<file path="config.mk">
export PLATFORM = sky130hd
export DESIGN_NAME = seven_segment_scanner
export DESIGN_NICKNAME = d
export VERILOG_FILES = /design/src/rtl/seven_segment_scanner_pkg.sv /design/src/rtl/seven_segment_scanner_translator.sv /design/src/rtl/seven_segment_scanner.sv
export SDC_FILE = /design/constraint.sdc
export NUM_CORES = 1
export LEC_CHECK = 0
export BUFFER_PORTS_ARGS = -buffer_cell sky130_fd_sc_hd__buf_2
export CAP_MARGIN = 20
export CORE_ASPECT_RATIO = 0.8
export CORE_UTILIZATION = 35
export DETAILED_ROUTE_END_ITERATION = 8
export PLACE_DENSITY_LB_ADDON = 0.12
export RECOVER_POWER = 100
export SYNTH_ARGS = -nofsm -noshare
export SYNTH_HDL_FRONTEND = slang
export SYNTH_SLANG_ARGS = --single-unit
</file>
<file path="constraint.sdc">
create_clock -name i_CLK -period 4.7 [get_ports i_CLK]
set_clock_uncertainty 0.15 [all_clocks]
set_input_delay 0.47 -clock i_CLK [delete_from_list [all_inputs] [get_ports i_CLK]]
set_output_delay 0.47 -clock i_CLK [all_outputs]
set_load 0.1 [all_outputs]
</file>
<file path="src/rtl/seven_segment_scanner_pkg.sv">
// Shared definitions for the seven-segment scanner: slot states, nibble width
// and the segment "off" patterns for both board polarities.
package seven_segment_scanner_pkg;

    typedef enum logic {
        S_BLANK = 1'b0,
        S_SHOW  = 1'b1
    } scan_state_t;

    localparam int NIBBLE_W = 4;

    localparam logic [6:0] SEG_OFF_ANODE   = 7'b1111111;
    localparam logic [6:0] SEG_OFF_CATHODE = 7'b0000000;

    function automatic logic [6:0] seg_off(input logic common_anod);
        return common_anod ? SEG_OFF_ANODE : SEG_OFF_CATHODE;
    endfunction

endpackage

</file>
<file path="src/rtl/seven_segment_scanner_translator.sv">
// Hex nibble to seven-segment decoder (bit 6 = g ... bit 0 = a), with the
// output polarity chosen by the board type.
module seven_segment_scanner_translator
    import seven_segment_scanner_pkg::*;
(
    input  logic [NIBBLE_W-1:0] nibble,
    input  logic                common_anod,
    output logic [6:0]          segment
);

    logic [6:0] seg_on;

    // Patterns are written active-high and inverted for common-anode boards.
    always_comb begin
        seg_on = 7'b0000000;
        case (nibble)
            4'h0: seg_on = 7'b0111111;
            4'h1: seg_on = 7'b0000110;
            4'h2: seg_on = 7'b1011011;
            4'h3: seg_on = 7'b1001111;
            4'h4: seg_on = 7'b1100110;
            4'h5: seg_on = 7'b1101101;
            4'h6: seg_on = 7'b1111101;
            4'h7: seg_on = 7'b0000111;
            4'h8: seg_on = 7'b1111111;
            4'h9: seg_on = 7'b1101111;
            4'hA: seg_on = 7'b1110111;
            4'hB: seg_on = 7'b1111100;
            4'hC: seg_on = 7'b0111001;
            4'hD: seg_on = 7'b1011110;
            4'hE: seg_on = 7'b1111001;
            4'hF: seg_on = 7'b1110001;
            default: seg_on = 7'b0000000;
        endcase
        segment = common_anod ? ~seg_on : seg_on;
    end

endmodule

</file>
<file path="src/rtl/seven_segment_scanner.sv">
// Time-multiplexed seven-segment driver with blanking gaps and a frame-aligned
// double buffer. Define SEVEN_SEGMENT_SCANNER_LZB_EN for leading-zero blanking.
module seven_segment_scanner
    import seven_segment_scanner_pkg::*;
#(
    parameter int DIGITS   = 4,
    parameter int PRESCALE = 50000,
    parameter int BLANK    = 16
) (
    input  logic                         i_CLK,
    input  logic                         i_RESET,
    input  logic [NIBBLE_W*DIGITS-1:0]   i_DATA,
    input  logic [DIGITS-1:0]            i_DP,
    input  logic                         i_LOAD,
    input  logic                         i_COMMON_ANOD,
    output logic [6:0]                   o_SEGMENT,
    output logic                         o_DP,
    output logic [DIGITS-1:0]            o_DIGIT_ENABLE,
    output logic                         o_FRAME_DONE
);

    localparam int CNT_W = (PRESCALE > 1) ? $clog2(PRESCALE) : 1;
    localparam int IDX_W = $clog2(DIGITS);

    logic [CNT_W-1:0]             cnt, cnt_nxt;
    logic [IDX_W-1:0]             idx, idx_nxt;
    scan_state_t                  state, state_nxt;
    logic [NIBBLE_W*DIGITS-1:0]   pending_data, display_data;
    logic [DIGITS-1:0]            pending_dp, display_dp;
    logic                         cnt_wrap, idx_wrap, frame_end, frame_done_nxt;
    logic [NIBBLE_W-1:0]          sel_nibble;
    logic                         sel_dp, sel_blank;
    logic [DIGITS-1:0]            lz_blank;
    logic [DIGITS-1:0]            onehot;
    logic [6:0]                   trans_seg;

    always_comb begin
        cnt_wrap       = (cnt == CNT_W'(PRESCALE - 1));
        idx_wrap       = (idx == IDX_W'(DIGITS - 1));
        frame_end      = cnt_wrap && idx_wrap;
        cnt_nxt        = cnt_wrap ? '0 : cnt + CNT_W'(1);
        idx_nxt        = cnt_wrap ? (idx_wrap ? '0 : idx + IDX_W'(1)) : idx;
        frame_done_nxt = (cnt_nxt == CNT_W'(PRESCALE - 1)) &&
                         (idx_nxt == IDX_W'(DIGITS - 1));
        state_nxt = state;
        case (state)
            S_BLANK: if (cnt_nxt == CNT_W'(BLANK)) state_nxt = S_SHOW;
            S_SHOW:  if (cnt_wrap)                 state_nxt = S_BLANK;
            default: state_nxt = S_BLANK;
        endcase
    end

    // A digit is blanked when it and every digit above it hold zero.
    always_comb begin
        lz_blank = '0;
`ifdef SEVEN_SEGMENT_SCANNER_LZB_EN
        begin
            logic seen;
            seen = 1'b0;
            for (int k = DIGITS - 1; k >= 1; k--) begin
                if (display_data[k*NIBBLE_W +: NIBBLE_W] != '0) seen = 1'b1;
                lz_blank[k] = !seen;
            end
        end
`endif
    end

    // Outputs are computed for the slot position being entered (idx_nxt).
    always_comb begin
        sel_nibble = '0;
        sel_dp     = 1'b0;
        sel_blank  = 1'b0;
        for (int k = 0; k < DIGITS; k++) begin
            if (idx_nxt == IDX_W'(k)) begin
                sel_nibble = display_data[k*NIBBLE_W +: NIBBLE_W];
                sel_dp     = display_dp[k];
                sel_blank  = lz_blank[k];
            end
        end
        onehot = {{(DIGITS-1){1'b0}}, 1'b1} << idx_nxt;
    end

    seven_segment_scanner_translator u_translator (
        .nibble      (sel_nibble),
        .common_anod (i_COMMON_ANOD),
        .segment     (trans_seg)
    );

    always_ff @(posedge i_CLK) begin
        if (i_RESET) begin
            cnt            <= '0;
            idx            <= '0;
            state          <= S_BLANK;
            pending_data   <= '0;
            pending_dp     <= '0;
            display_data   <= '0;
            display_dp     <= '0;
            o_SEGMENT      <= seg_off(i_COMMON_ANOD);
            o_DP           <= i_COMMON_ANOD;
            o_DIGIT_ENABLE <= {DIGITS{i_COMMON_ANOD}};
            o_FRAME_DONE   <= 1'b0;
        end else begin
            cnt          <= cnt_nxt;
            idx          <= idx_nxt;
            state        <= state_nxt;
            o_FRAME_DONE <= frame_done_nxt;
            if (i_LOAD) begin
                pending_data <= i_DATA;
                pending_dp   <= i_DP;
            end
            // A load on the boundary cycle bypasses pending straight to display.
            if (frame_end) begin
                display_data <= i_LOAD ? i_DATA : pending_data;
                display_dp   <= i_LOAD ? i_DP   : pending_dp;
            end
            if (state_nxt == S_SHOW) begin
                o_SEGMENT      <= sel_blank ? seg_off(i_COMMON_ANOD) : trans_seg;
                o_DP           <= i_COMMON_ANOD ^ sel_dp;
                o_DIGIT_ENABLE <= i_COMMON_ANOD ? ~onehot : onehot;
            end else begin
                o_SEGMENT      <= seg_off(i_COMMON_ANOD);
                o_DP           <= i_COMMON_ANOD;
                o_DIGIT_ENABLE <= {DIGITS{i_COMMON_ANOD}};
            end
        end
    end

endmodule
</file>
## Yosys cells after proc, flatten, opt, wreduce, memory -nomap -nowiden

Memory sizes are Yosys's and may differ from the RTL's.
Index checks and enable logic that the tools add are counted.
Widths: inputs -> output; s select.

| storage, ports and cells | value |
|---|---|
| bits in registers | 72 |
| latch bits | 0 |
| bits in writable memories | 0 |
| ROM bits | 112 |
| output and inout bits | 13 |
| logic and storage cells | 54 |
| memories | 1 |

Memories:

| name | words | width | read ports | clocked after memory_dff | write ports | line | text |
|---|---|---|---|---|---|---|---|
| (no name shown) | 16 | 7 | 1 | 0 | 0 | seven_segment_scanner_translator.sv:16 | `case (nibble)` |

| operators by class | value |
|---|---|
| $add $sub $neg | 2 |
| $mul | 0 |
| div/mod/pow operators | 0 |
| magnitude comparators | 0 |
| equal/unequal tests | 7 |
| shift operators | 1 |
| multiplexer cells | 25 |
| bitwise logic cells | 4 |
| reduce and logical (&&, ||, !) cells | 3 |

Operators with widths:

| cell | count |
|---|---|
| $eq 16x16->1 const B | 2 |
| $mux 16 | 2 |
| $mux 4 | 8 |
| $mux 7 | 4 |
| $add 16x1->16 const B | 1 |
| $eq 16x5->1 const B | 1 |
| $mux 1 | 8 |
| $not 7->7 | 1 |
| $eq 2x2->1 const B | 3 |
| $mux 2 | 2 |
| $not 4->4 | 1 |
| $shl 1x2->4 const A | 1 |
| $add 2x1->2 const B | 1 |
| $eq 2x1->1 const B | 1 |
| $logic_and 1x1->1 | 2 |
| $logic_not 2->1 | 1 |
| $pmux 1 s2 | 1 |
| $not 1->1 | 1 |
| $xor 1x1->1 | 1 |

## Logic depth before layout (Yosys ltp)

Gate-level depths: netlist of run 1.
An unclocked memory read counts as a cell.

| depth | value |
|---|---|
| depth in word-level cells | 13 |
| mapped depth | 15 |

## Hierarchy

A second synthesis of run 1 with hierarchy kept.

| second synthesis, totals | value |
|---|---|
| cell total of the unflattened synthesis | 369 |
| area total of the unflattened synthesis | 3,452.1 µm² |

Modules (own cells, without submodules):

| module | instances | cells each | area an instance (µm²) | sequential area each (µm²) |
|---|---|---|---|---|
| seven_segment_scanner | 1 | 327 | 3,105.5 | 1,441.4 |
| seven_segment_scanner_translator | 1 | 42 | 346.6 | 0.0 |

## Worst setup path after synthesis of run 1

No wires, ideal clock.

| timing path | value |
|---|---|
| kind | flip-flop to flip-flop |
| start | reg cnt[0] |
| end | reg o_SEGMENT[6] |
| setup time | 0.130 ns |
| data arrival time | 3.124 ns |
| required time | 4.420 ns |
| setup slack | 1.295 ns |
| cell stages (with the launch flop) | 16 |
| path buffers | 1 |
| clock period less this slack | 3.405 ns |
| path through | dfxtp_1 ha_1 and4b_1 and4_1 buf_2 mux2i_4 mux2i_1 mux2_2 inv_1 ha_1 inv_1 nor2_1 a22o_1 a211oi_1 o21ai_0 xnor2_1 |

| on the way | value |
|---|---|
| cells in the longest elaborated chain, start to end | 12 |
| elaborated cells on any way between the ends | 21 |
| classes of those cells | add/sub: 1; eq/ne: 5; mux: 12; bitwise: 1; reduce/logical: 1; memory: 1 |

RTL lines:

| element | line | text |
|---|---|---|
| start: declaration | seven_segment_scanner.sv:25 | `logic [CNT_W-1:0] cnt, cnt_nxt;` |
| start signal: assignment | seven_segment_scanner.sv:103 | `cnt <= cnt_nxt;` |
| $eq 16x16->1 | seven_segment_scanner.sv:38 | `cnt_wrap = (cnt == CNT_W'(PRESCALE - 1));` |
| $mux 2 | seven_segment_scanner.sv:42 | `idx_nxt = cnt_wrap ? (idx_wrap ? '0 : idx + IDX_W'(1)) : idx;` |
| $logic_not 2->1 | seven_segment_scanner.sv:74 | `if (idx_nxt == IDX_W'(k)) begin` |
| $mux 4 (4 in a row) | seven_segment_scanner.sv:74 |  |
| $mem_v2 16x7 | n/a |  |
| $not 7->7 | seven_segment_scanner_translator.sv:35 | `segment = common_anod ? ~seg_on : seg_on;` |
| $mux 7 | seven_segment_scanner_translator.sv:35 |  |
| $mux 7 (*) | seven_segment_scanner.sv:116 | `if (state_nxt == S_SHOW) begin` |
| $mux 7 (*) | seven_segment_scanner.sv:90 | `if (i_RESET) begin` |
| end signal: assignment | seven_segment_scanner.sv:98 | `o_SEGMENT <= seg_off(i_COMMON_ANOD);` |
| end signal: assignment | seven_segment_scanner.sv:117 | `o_SEGMENT <= sel_blank ? seg_off(i_COMMON_ANOD) : trans_seg;` |
| end signal: assignment | seven_segment_scanner.sv:121 | `o_SEGMENT <= seg_off(i_COMMON_ANOD);` |
| end: declaration | seven_segment_scanner.sv:16 | `output logic [6:0] o_SEGMENT,` |

Mark *: on every way between the ends. The rest lies on a longest branch, timed or not.
A chain may end at the register's enable or synchronous reset.

## Final worst setup path of run 1

Same ends and word-level chain as after synthesis.

==> reports/metrics.cfg, run 1 <==
[status]
result_of_the_run=finished, violations left
violations=max-capacitance violations, max-slew violations

[synth]
synth_sequential_area_ratio_pct=40.6
synthDominantCellAreaShare_pct=40.6
syn-mean-instance-area_um2=8.73
netlist_top_cells_area=dfxtp_1 41%, nor2_1 9.8%, mux2i_1 8.8%, xnor2_1 5.7%, a21oi_1 4.0%
number_of_nets_produced_by_synthesis=439
synth-seq-cells=72
synth_async_sr_flop_share_pct=0
warning_count_from_the_yosys_run=0
library_cell_occupying_the_most_area_in_the_post_synthesis_netlist=dfxtp_1
gate_count_after_technology_mapping=406
syn_area_um2=3550
ys_top_cells_by_count=93 x nor2_1, 72 x dfxtp_1, 31 x mux2i_1
synthMostInstantiatedCell=nor2_1
yosys_most_used_dff=dfxtp_1
netlist-cell-type-count=51
synth_enable_flop_cells=0

[route]
initialDrtViolationCount=107
via_count=2794
wl_per_cell_um=13.3
firstDrtPassIters=5
via_count_normalized_by_instance_count=4.88
number_of_remaining_drc_errors=0
post_drt_antenna_nets=0
route.final.wire_length_um=7620

[cts]
post-cts-setup-buffers=0
h-tree-depth=3
cts.sink_count=72
cts-buffers-inserted=9
clock_tree.buffer_depth=2
tritoncts=yes
clk_pin_slew_ns=0.06
post_cts.resized_instances=0
clkLatencyLatePin_ns=0.33
cts_hold_repair.buffers=0
root_buffer=clkbuf_16

[placed_design]
placed_area_um2=3800
global_placement_routability_congestion=0.782
place.detailed.hpwl_um=5270
dp_worst_setup_slack_ns=0.783
io_buffers=36
place.detailed.instances=556

[die]
floorplan.io_pins=37
die_area_um2=10500
die_height_um=92.0
initial_utilization_pct=36.4
fp.coreArea_um2=9730
core.rowCount=32
die-width_um=115

[sta]
fmax_mhz=248
tightest_slew_ns=2.28
max_slew_margin_pct=-51.9
timing.final.crit_period_ns=4.03
final_critical_path_setup_slack_ns=0.673
final_setup_violations=0
finalHoldViolations=0
fin_crit_sh_pct=85.7
maxSlewViolCount=93
setup-tns-final_ns=0
rsz0062_at_grt=false

[cells_and_area]
post_route_cells_drive_above_1_share_pct=11.2
ff_latch_area_um2=1440
layout_cells_excl_fill=572
n_antenna_cell=0
area_delta_synth_final_pct=13.3
num-nets-final=464
final_design_area_no_fill_um2=4020
fillerInstances=1009
multi_input_area_um2=1930

[run]
max-cap-violations=2

[global_routing]
grt_max_degree=52
grt_first_pass_wirelength_um=12700
antenna_found_initial=0
groute.layer.met2.usage_pct=20.9
busiest_layer_in_global_routing=met1
grt_overflow_total=0
first_global_vias=2513
use_met1_pct=23.1
global_route_usage_sum_pct=15.5
use_met3_pct=5.02

[setup_path]
critPathMaxStageDelay_ns=0.59
critPathLaunchType=flop
path_cells=ha_1, and4b_1, and4_1, mux2i_1, mux2i_1, mux2_2, inv_1, ha_1, inv_1, nor2_1, a22o_1, a211oi_1, o21ai_0, xnor2_1
worstPathMaxFanout=16
worst-path-buf-inv=2
cp_slowest_cell=mux2i_1
required_ns=4.77
critPathKind=reg -> reg
cp_data_arrival_time_ns=4.10
category_of_the_worst_setup_path_capture_point=flop
cpLargestDelayFamily=multiplexers

[min_path]
timing.hold.worst.class=in -> reg

[pwr]
total_leakage_power_nw=1.64
peakVddDrop_mv=0.205
power_per_cell_area_nw_per_um2=336

==> final timing paths <==
kind,start,end,slack [ns],depth (start not counted)
min reg2reg,pending_dp[2],pending_dp[2],0.33,2
min,i_DATA[2],pending_data[2],0.25,3
max reg2reg,cnt[0],o_SEGMENT[6],0.67,14
max,cnt[0],o_SEGMENT[6],0.67,14
==> cell type report <==
type                    count  share of cell area (%)
clock buffers              11                    5.79
clock inverters             5                   0.841
inverters                   9                   0.841
multi-input cells         300                    48.0
flip-flops and latches     72                    35.9
well taps                 136                    4.23
repair buffers             39                    4.42
==> registers in the layout (all words and copies together), names as in the netlist <==
register and cells:
pending_data 16, idx 2, o_DP 1, pending_dp 4, display_data 16, state 1, o_DIGIT_ENABLE 4, display_dp 4
o_SEGMENT 7, cnt 16, o_FRAME_DONE 1
==> through the flow <==
stage	hold slack [ns]	util [%]	power, W
final	0.250	41.3	0.00135
after global routing	0.259	41.3	0.00140
after CTS	0.243	41.8	0.00138
after detailed placement	0.326	39.1	0.000757
after global placement	0.314	39.1	0.000756
after floorplan	0.297	-	0.000732
==> worst register-to-register path, cell delays in order, from the launching register on <==
cell,delay (ns)
dfxtp_1,0.44
ha_1,0.27
and4b_1,0.21
and4_1,0.54
mux2i_1,0.59
mux2i_1,0.26
mux2_2,0.27
inv_1,0.10
ha_1,0.21
inv_1,0.07
nor2_1,0.05
a22o_1,0.28
a211oi_1,0.20
o21ai_0,0.14
xnor2_1,0.14
==> layout by cell type, fill, tap and decap left out, types with 3 or more instances in the layout <==
| cell type | count |
|---|---|
| a211oi_1 | 8 |
| a21oi_1 | 28 |
| and3_1 | 5 |
| buf_2 | 22 |
| clkbuf_1 | 18 |
| clkbuf_16 | 9 |
| dfxtp_1 | 72 |
| ha_1 | 9 |
| inv_1 | 8 |
| mux2_2 | 7 |
| mux2i_1 | 32 |
| nand2_1 | 15 |
| nand3_1 | 8 |
| nand4_1 | 6 |
| nor2_1 | 93 |
| nor3_1 | 9 |
| nor4_1 | 3 |
| o21ai_0 | 4 |
| o31ai_1 | 3 |
| or3_1 | 4 |
| xnor2_1 | 23 |
| xor2_1 | 6 |
==> power breakdown <==
part	internal (W)	switching (W)	leakage, nW
logic	0.0000273	0.0000751	0.923
registers	0.000629	0.00000933	0.589
clock network	0.000356	0.000254	0.126
==> per-layer routing <==
metal,share of wire (%),vias up
li1,-,1458
met1,56,1267
met2,39,62
met3,4.7,7
met4,0.94,0
met5,0,-
==> kinds of logic after synthesis <==
logic type	after synthesis	synth area share, %
compound gates	57	10.5
xor+xnor	29	7.16
simple gates	166	22.7
flops	72	40.6
fa+ha+maj	9	3.18
mux	39	11.6
buf+inv	34	4.23
Power figures use the tool's default switching activity.
==> run 2, diff against run 1 <==
Settings changed: CORE_UTILIZATION 35 to 53.
==> run 2 against run 1 <==
The flow still finishes with violations (max-capacitance violations, max-slew violations). Critical path type unchanged. Via count is 1.3% higher. Register-to-register slack improved by 0.11 ns. Routed wire length is 6.5% lower. Die area shrank 33%. Clock power fell by 27%. Fmax increased by 2.9%. Worst setup slack improved by 0.11 ns. Critical endpoint is now o_SEGMENT[3]. Largest cell class unchanged.
==> reports/metrics.cfg, run 2 (synthesis gave the netlist of run 1 again) <==
[cts]
post_cts.resized_instances=0
cts-buffers-inserted=9
root_buffer=clkbuf_8
clkLatencyLatePin_ns=0.36
tritoncts=yes
post-cts-setup-buffers=0
clk_pin_slew_ns=0.08
clock_tree.buffer_depth=2
h-tree-depth=3
cts.sink_count=72
cts_hold_repair.buffers=0

[cells_and_area]
post_route_cells_drive_above_1_share_pct=11.9
n_antenna_cell=0
most_used_cells_in_the_layout_excluding_fill_and_tap_cells=93 x nor2_1, 72 x dfxtp_1, 31 x mux2i_1, 28 x a21oi_1, 23 x xnor2_1
area_delta_synth_final_pct=9.56
final_design_area_no_fill_um2=3880
multi_input_area_um2=1940
fillerInstances=582
reg.largest.list=cnt (16), display_data (16), pending_data (16)
num-nets-final=465
ff_latch_area_um2=1440
most_common_cell_after_layout_fill_and_taps_aside=nor2_1

[route]
number_of_remaining_drc_errors=0
firstDrtPassIters=4
via_count_normalized_by_instance_count=5.43
post_drt_antenna_nets=0
wl_per_cell_um=13.7
via_count=2829
route.final.wire_length_um=7130
initialDrtViolationCount=112

[sta]
timing.final.crit_period_ns=3.91
maxSlewViolCount=93
max_slew_margin_pct=-43.9
fmax_mhz=256
setup-tns-final_ns=0
finalHoldViolations=0
tightest_slew_ns=2.16
final_setup_violations=0
fin_crit_sh_pct=83.3
rsz0062_at_grt=false

[setup_path]
critical_path.startpoint=cnt[0]
worst-path-buf-inv=2
cp_slowest_cell=and4_1
regToRegSetupSlack_ns=0.79
critPathKind=reg -> reg
cp_data_arrival_time_ns=4.00
critPathLaunchType=flop
category_of_the_worst_setup_path_capture_point=flop
rr_endpoint=o_SEGMENT[3]
worst-r2r-cell-count=14
required_ns=4.78
path_cells=ha_1, and4b_1, and4_1, mux2i_4, mux2i_1, mux2_1, inv_1, ha_1, inv_1, nor2_1, a22o_1, a21oi_1, a2bb2oi_1, nand4_1
worstPathMaxFanout=16
critical_path.reg2reg.startpoint=cnt[0]
cpLargestDelayFamily=multiplexers
critPathMaxStageDelay_ns=0.57

[die]
floorplan.io_pins=37
initial_utilization_pct=55.3
die_height_um=75.2
die-width_um=93.5
die_area_um2=7020
core.rowCount=26
fp.coreArea_um2=6410

[min_path]
timing.hold.worst.class=in -> reg
hold_path_end=pending_data[4]
holdCritStartpoint=i_DATA[4]
worstHoldPathCells=3

[pwr]
power_per_cell_area_nw_per_um2=305
total_leakage_power_nw=1.60
peakVddDrop_mv=0.174

[global_routing]
grt_max_degree=52
grt_first_pass_wirelength_um=11900
grt_overflow_total=0
global_route_usage_sum_pct=22.0
first_global_vias=2483
antenna_found_initial=0

[placed_design]
io_buffers=36
place.detailed.hpwl_um=5040
placed_area_um2=3740
global_placement_routability_congestion=0.874

[run]
max-cap-violations=2

[status]
result_of_the_run=finished, violations left
violations=max-capacitance violations, max-slew violations

run 2: power by group:
part	internal [W]	switching, W	total [W]
logic	0.0000271	0.0000735	0.000101
clock network	0.000195	0.000251	0.000446
registers	0.000628	0.00000952	0.000638
total	0.000850	0.000334	0.00118
run 2: worst max path at each step:
stage                               to  slack, ns  depth (start not counted)
after floorplan           o_SEGMENT[6]       1.30                         15
after global placement    o_SEGMENT[6]       0.92                         14
after detailed placement  o_SEGMENT[3]       0.77                         14
after CTS                 o_SEGMENT[3]       0.74                         14
after global routing      o_SEGMENT[3]       0.42                         14
final                     o_SEGMENT[3]       0.79                         14
run 2: final cells by class:
type / instances / area share, %
flip-flops and latches: 72 / 37.1
repair buffers: 40 / 4.77
well taps: 84 / 2.71
clock inverters: 7 / 1.38
multi-input cells: 300 / 50.0
inverters: 9 / 0.870
clock buffers: 9 / 3.19
run 2: stage by stage:
step	power [W]	hold WS, ns	utilization [%]	cells	worst slack (ns)
CTS	0.00120	0.212	61.2	521	0.740
floorplan	0.000732	0.297	-	406	1.30
finish	0.00118	0.219	60.6	521	0.787
global route	0.00123	0.228	60.6	521	0.418
detailed placement	0.000755	0.326	58.4	505	0.767
global placement	0.000753	0.316	58.4	505	0.917
run 2: routing by layer:
metal  wire length [um]  track usage [%]
met5                  0                0
met4                 83             7.69
met3                289             5.76
met2               2950             32.5
met1               3810             31.2
run 2: worst register-to-register path: stages, from the launching register on:
cell and delay (ns):
dfxtp_1 0.44, ha_1 0.26, and4b_1 0.21, and4_1 0.57, mux2i_4 0.48, mux2i_1 0.22
mux2_1 0.27, inv_1 0.12, ha_1 0.21, inv_1 0.07, nor2_1 0.04, a22o_1 0.24
a21oi_1 0.20, a2bb2oi_1 0.20, nand4_1 0.10
==> run 3, diff against run 2 <==
Settings changed: ABC_AREA set to 1.
Clock period 4.7 ns to 4.1 ns, I/O delays scaled along.
==> run 3 against run 2 <==
The run still ends with max-capacitance violations, max-slew violations left. Clock power grew 42%. Sequential power grew 14%. Cell count grew 17%. First-iteration DRC count grew 24%. Cell area grew 2.8%. Fmax grew 13%. Utilization grew 1.1 points. Synthesized cell count grew 21%. Count of clock-buffer cells in the layout is the same. Critical endpoint is now o_DIGIT_ENABLE[2].
==> reports/metrics.cfg, run 3 <==
[die]
core.rowCount=26
die-width_um=94.1
fp.coreArea_um2=6470
floorplan.io_pins=37
die_height_um=75.7
die_area_um2=7120
initial_utilization_pct=55.5

[synth]
synthMostInstantiatedCell=nand2_1
synth_async_sr_flop_share_pct=0
number_of_nets_produced_by_synthesis=523
ys_top_cells_by_count=121 x nand2_1, 72 x dfxtp_1, 70 x nor2_1
synthDominantCellAreaShare_pct=40.1
syn_area_um2=3590
netlist_top_cells_area=dfxtp_1 40%, nand2_1 13%, nor2_1 7.3%, nand3_1 5.8%, mux2i_1 5.6%
warning_count_from_the_yosys_run=0
synth_enable_flop_cells=0
synth-seq-cells=72
netlist-cell-type-count=31
gate_count_after_technology_mapping=490
yosys_most_used_dff=dfxtp_1
library_cell_occupying_the_most_area_in_the_post_synthesis_netlist=dfxtp_1
syn-mean-instance-area_um2=7.33
synth_sequential_area_ratio_pct=40.1

[route]
via_count_normalized_by_instance_count=5.03
firstDrtPassIters=4
wl_per_cell_um=12.1
post_drt_antenna_nets=0
route.final.wire_length_um=7410
number_of_remaining_drc_errors=0
via_count=3071
initialDrtViolationCount=139

[setup_path]
worstPathMaxFanout=16
critPathKind=reg -> reg
worst-path-buf-inv=1
cp_data_arrival_time_ns=3.55
critPathMaxStageDelay_ns=0.90
cpLargestDelayFamily=simple AND/OR/NAND/NOR gates
cp_slowest_cell=a21oi_1
critical_path.reg2reg.startpoint=cnt[1]
required_ns=4.19
critical_path.startpoint=cnt[1]
path_cells=ha_1, nand3_2, nor2_1, nand2_4, clkinv_4, nor2_1, nor2_1, nand3_1, nor2_1, nand2_2, a21oi_1, nand2_1, xor2_1
critPathMostFrequentCell=nor2_1
critPathLaunchType=flop
category_of_the_worst_setup_path_capture_point=flop

[cells_and_area]
final_design_area_no_fill_um2=3990
most_common_cell_after_layout_fill_and_taps_aside=nand2_1
n_antenna_cell=0
most_used_cells_in_the_layout_excluding_fill_and_tap_cells=121 x nand2_1, 72 x nor2_1, 72 x dfxtp_1, 42 x nand3_1, 31 x inv_1
area_delta_synth_final_pct=11.1
num-nets-final=555
reg.largest.list=cnt (16), display_data (16), pending_data (16)
post_route_cells_drive_above_1_share_pct=16.1

[global_routing]
global_route_usage_sum_pct=22.9
grt_first_pass_wirelength_um=12400
antenna_found_initial=0
grt_max_degree=51
first_global_vias=2730
grt_overflow_total=0

[cts]
clkLatencyLatePin_ns=0.36
post-cts-setup-buffers=0
tritoncts=yes
clk_pin_slew_ns=0.08
cts-buffers-inserted=9
root_buffer=clkbuf_8
h-tree-depth=3
cts_hold_repair.buffers=0
cts.sink_count=72
clock_tree.buffer_depth=2
post_cts.resized_instances=0

[status]
violations=max-capacitance violations, max-slew violations
result_of_the_run=finished, violations left

[sta]
fmax_mhz=290
timing.final.crit_period_ns=3.45
maxSlewViolCount=51
rsz0062_at_grt=false
setup-tns-final_ns=0
finalHoldViolations=0
fin_crit_sh_pct=84.2
max_slew_margin_pct=-44.2
final_setup_violations=0
tightest_slew_ns=2.16

[pwr]
power_per_cell_area_nw_per_um2=369
peakVddDrop_mv=0.241
post-layout-total-power_w=0.00147
total_leakage_power_nw=1.74

[placed_design]
place.detailed.hpwl_um=5450
placed_area_um2=3810
global_placement_routability_congestion=0.880
io_buffers=36

[min_path]
holdCritStartpoint=i_DATA[3]
timing.hold.worst.class=in -> reg

[run]
max-cap-violations=1

==> run 3: changes by cell type in the layout (fill, tap and decap cells not counted), moves of 6 or more <==
cell,change
nand2_2,+11
a211oi_1,-8
nand3_1,+34
nand2_1,+106
nor2_1,-21
inv_1,+23
mux2_2,-6
or2_2,+11
mux2i_1,-11
xnor2_1,-22
==> run 3: report_power, final <==
part / internal, W / total [W] / switching (W)
combinational: 0.0000276 / 0.000112 / 0.0000849
clock: 0.000348 / 0.000635 / 0.000287
sequential: 0.000719 / 0.000727 / 0.00000755
==> run 3: stage by stage <==
stage | setup slack [ns] | hold slack (ns) | instances | utilization (%)
floorplan | 1.45 | 0.272 | 490 | -
global placement | 1.27 | 0.292 | 595 | 58.8
detailed placement | 1.08 | 0.299 | 595 | 58.8
finish | 0.647 | 0.148 | 611 | 61.7
global route | 0.363 | 0.154 | 611 | 61.7
CTS | 1.06 | 0.149 | 611 | 62.3
==> run 3: worst paths after layout <==
path                  endpoint  slack (ns)  cells past startpoint
max reg2reg  o_DIGIT_ENABLE[2]        0.65                     13
min            pending_data[3]        0.15                      3
min reg2reg      display_dp[1]        0.32                      2
max          o_DIGIT_ENABLE[2]        0.65                     13
==> run 3: metal layers <==
metal  share of wire [%]  vias up  global-route usage (%)
met2                  42       60                    35.2
met5                   0        -                       0
met1                  52     1371                    31.6
met4                 1.3        0                    7.69
met3                 4.8        8                    5.69
li1                    -     1632                       -
==> run 3: tightest hold or removal path: cells and delay by family <==
kind / cells / cell delay (ns)
buffers and inverters: 1 / 0.07
and+or+nand+nor: 1 / 0.08
muxes: 1 / 0.07
==> run 3: cell type report <==
class	count	area (um2)
Clock buffer	9	124
Clock inverter	7	101
Fill cell	607	2480
Inverter	39	151
Multi-Input combinational cell	364	1910
Sequential cell	72	1440
Tap cell	84	105
Timing Repair Buffer	36	163
==> run 3: cell families (layout without fill, tap and decap cells) <==
| group | after synthesis | count (layout) | share of synthesized area [%] |
|---|---|---|---|
| simple gates | 291 | 291 | 37.4 |
| fa+ha+maj | 9 | 9 | 3.13 |
| compound gates | 35 | 35 | 5.36 |
| xor+xnor | 9 | 9 | 2.19 |
| mux | 20 | 20 | 5.57 |
| buf+inv | 54 | 91 | 6.20 |
| flops | 72 | 72 | 40.1 |
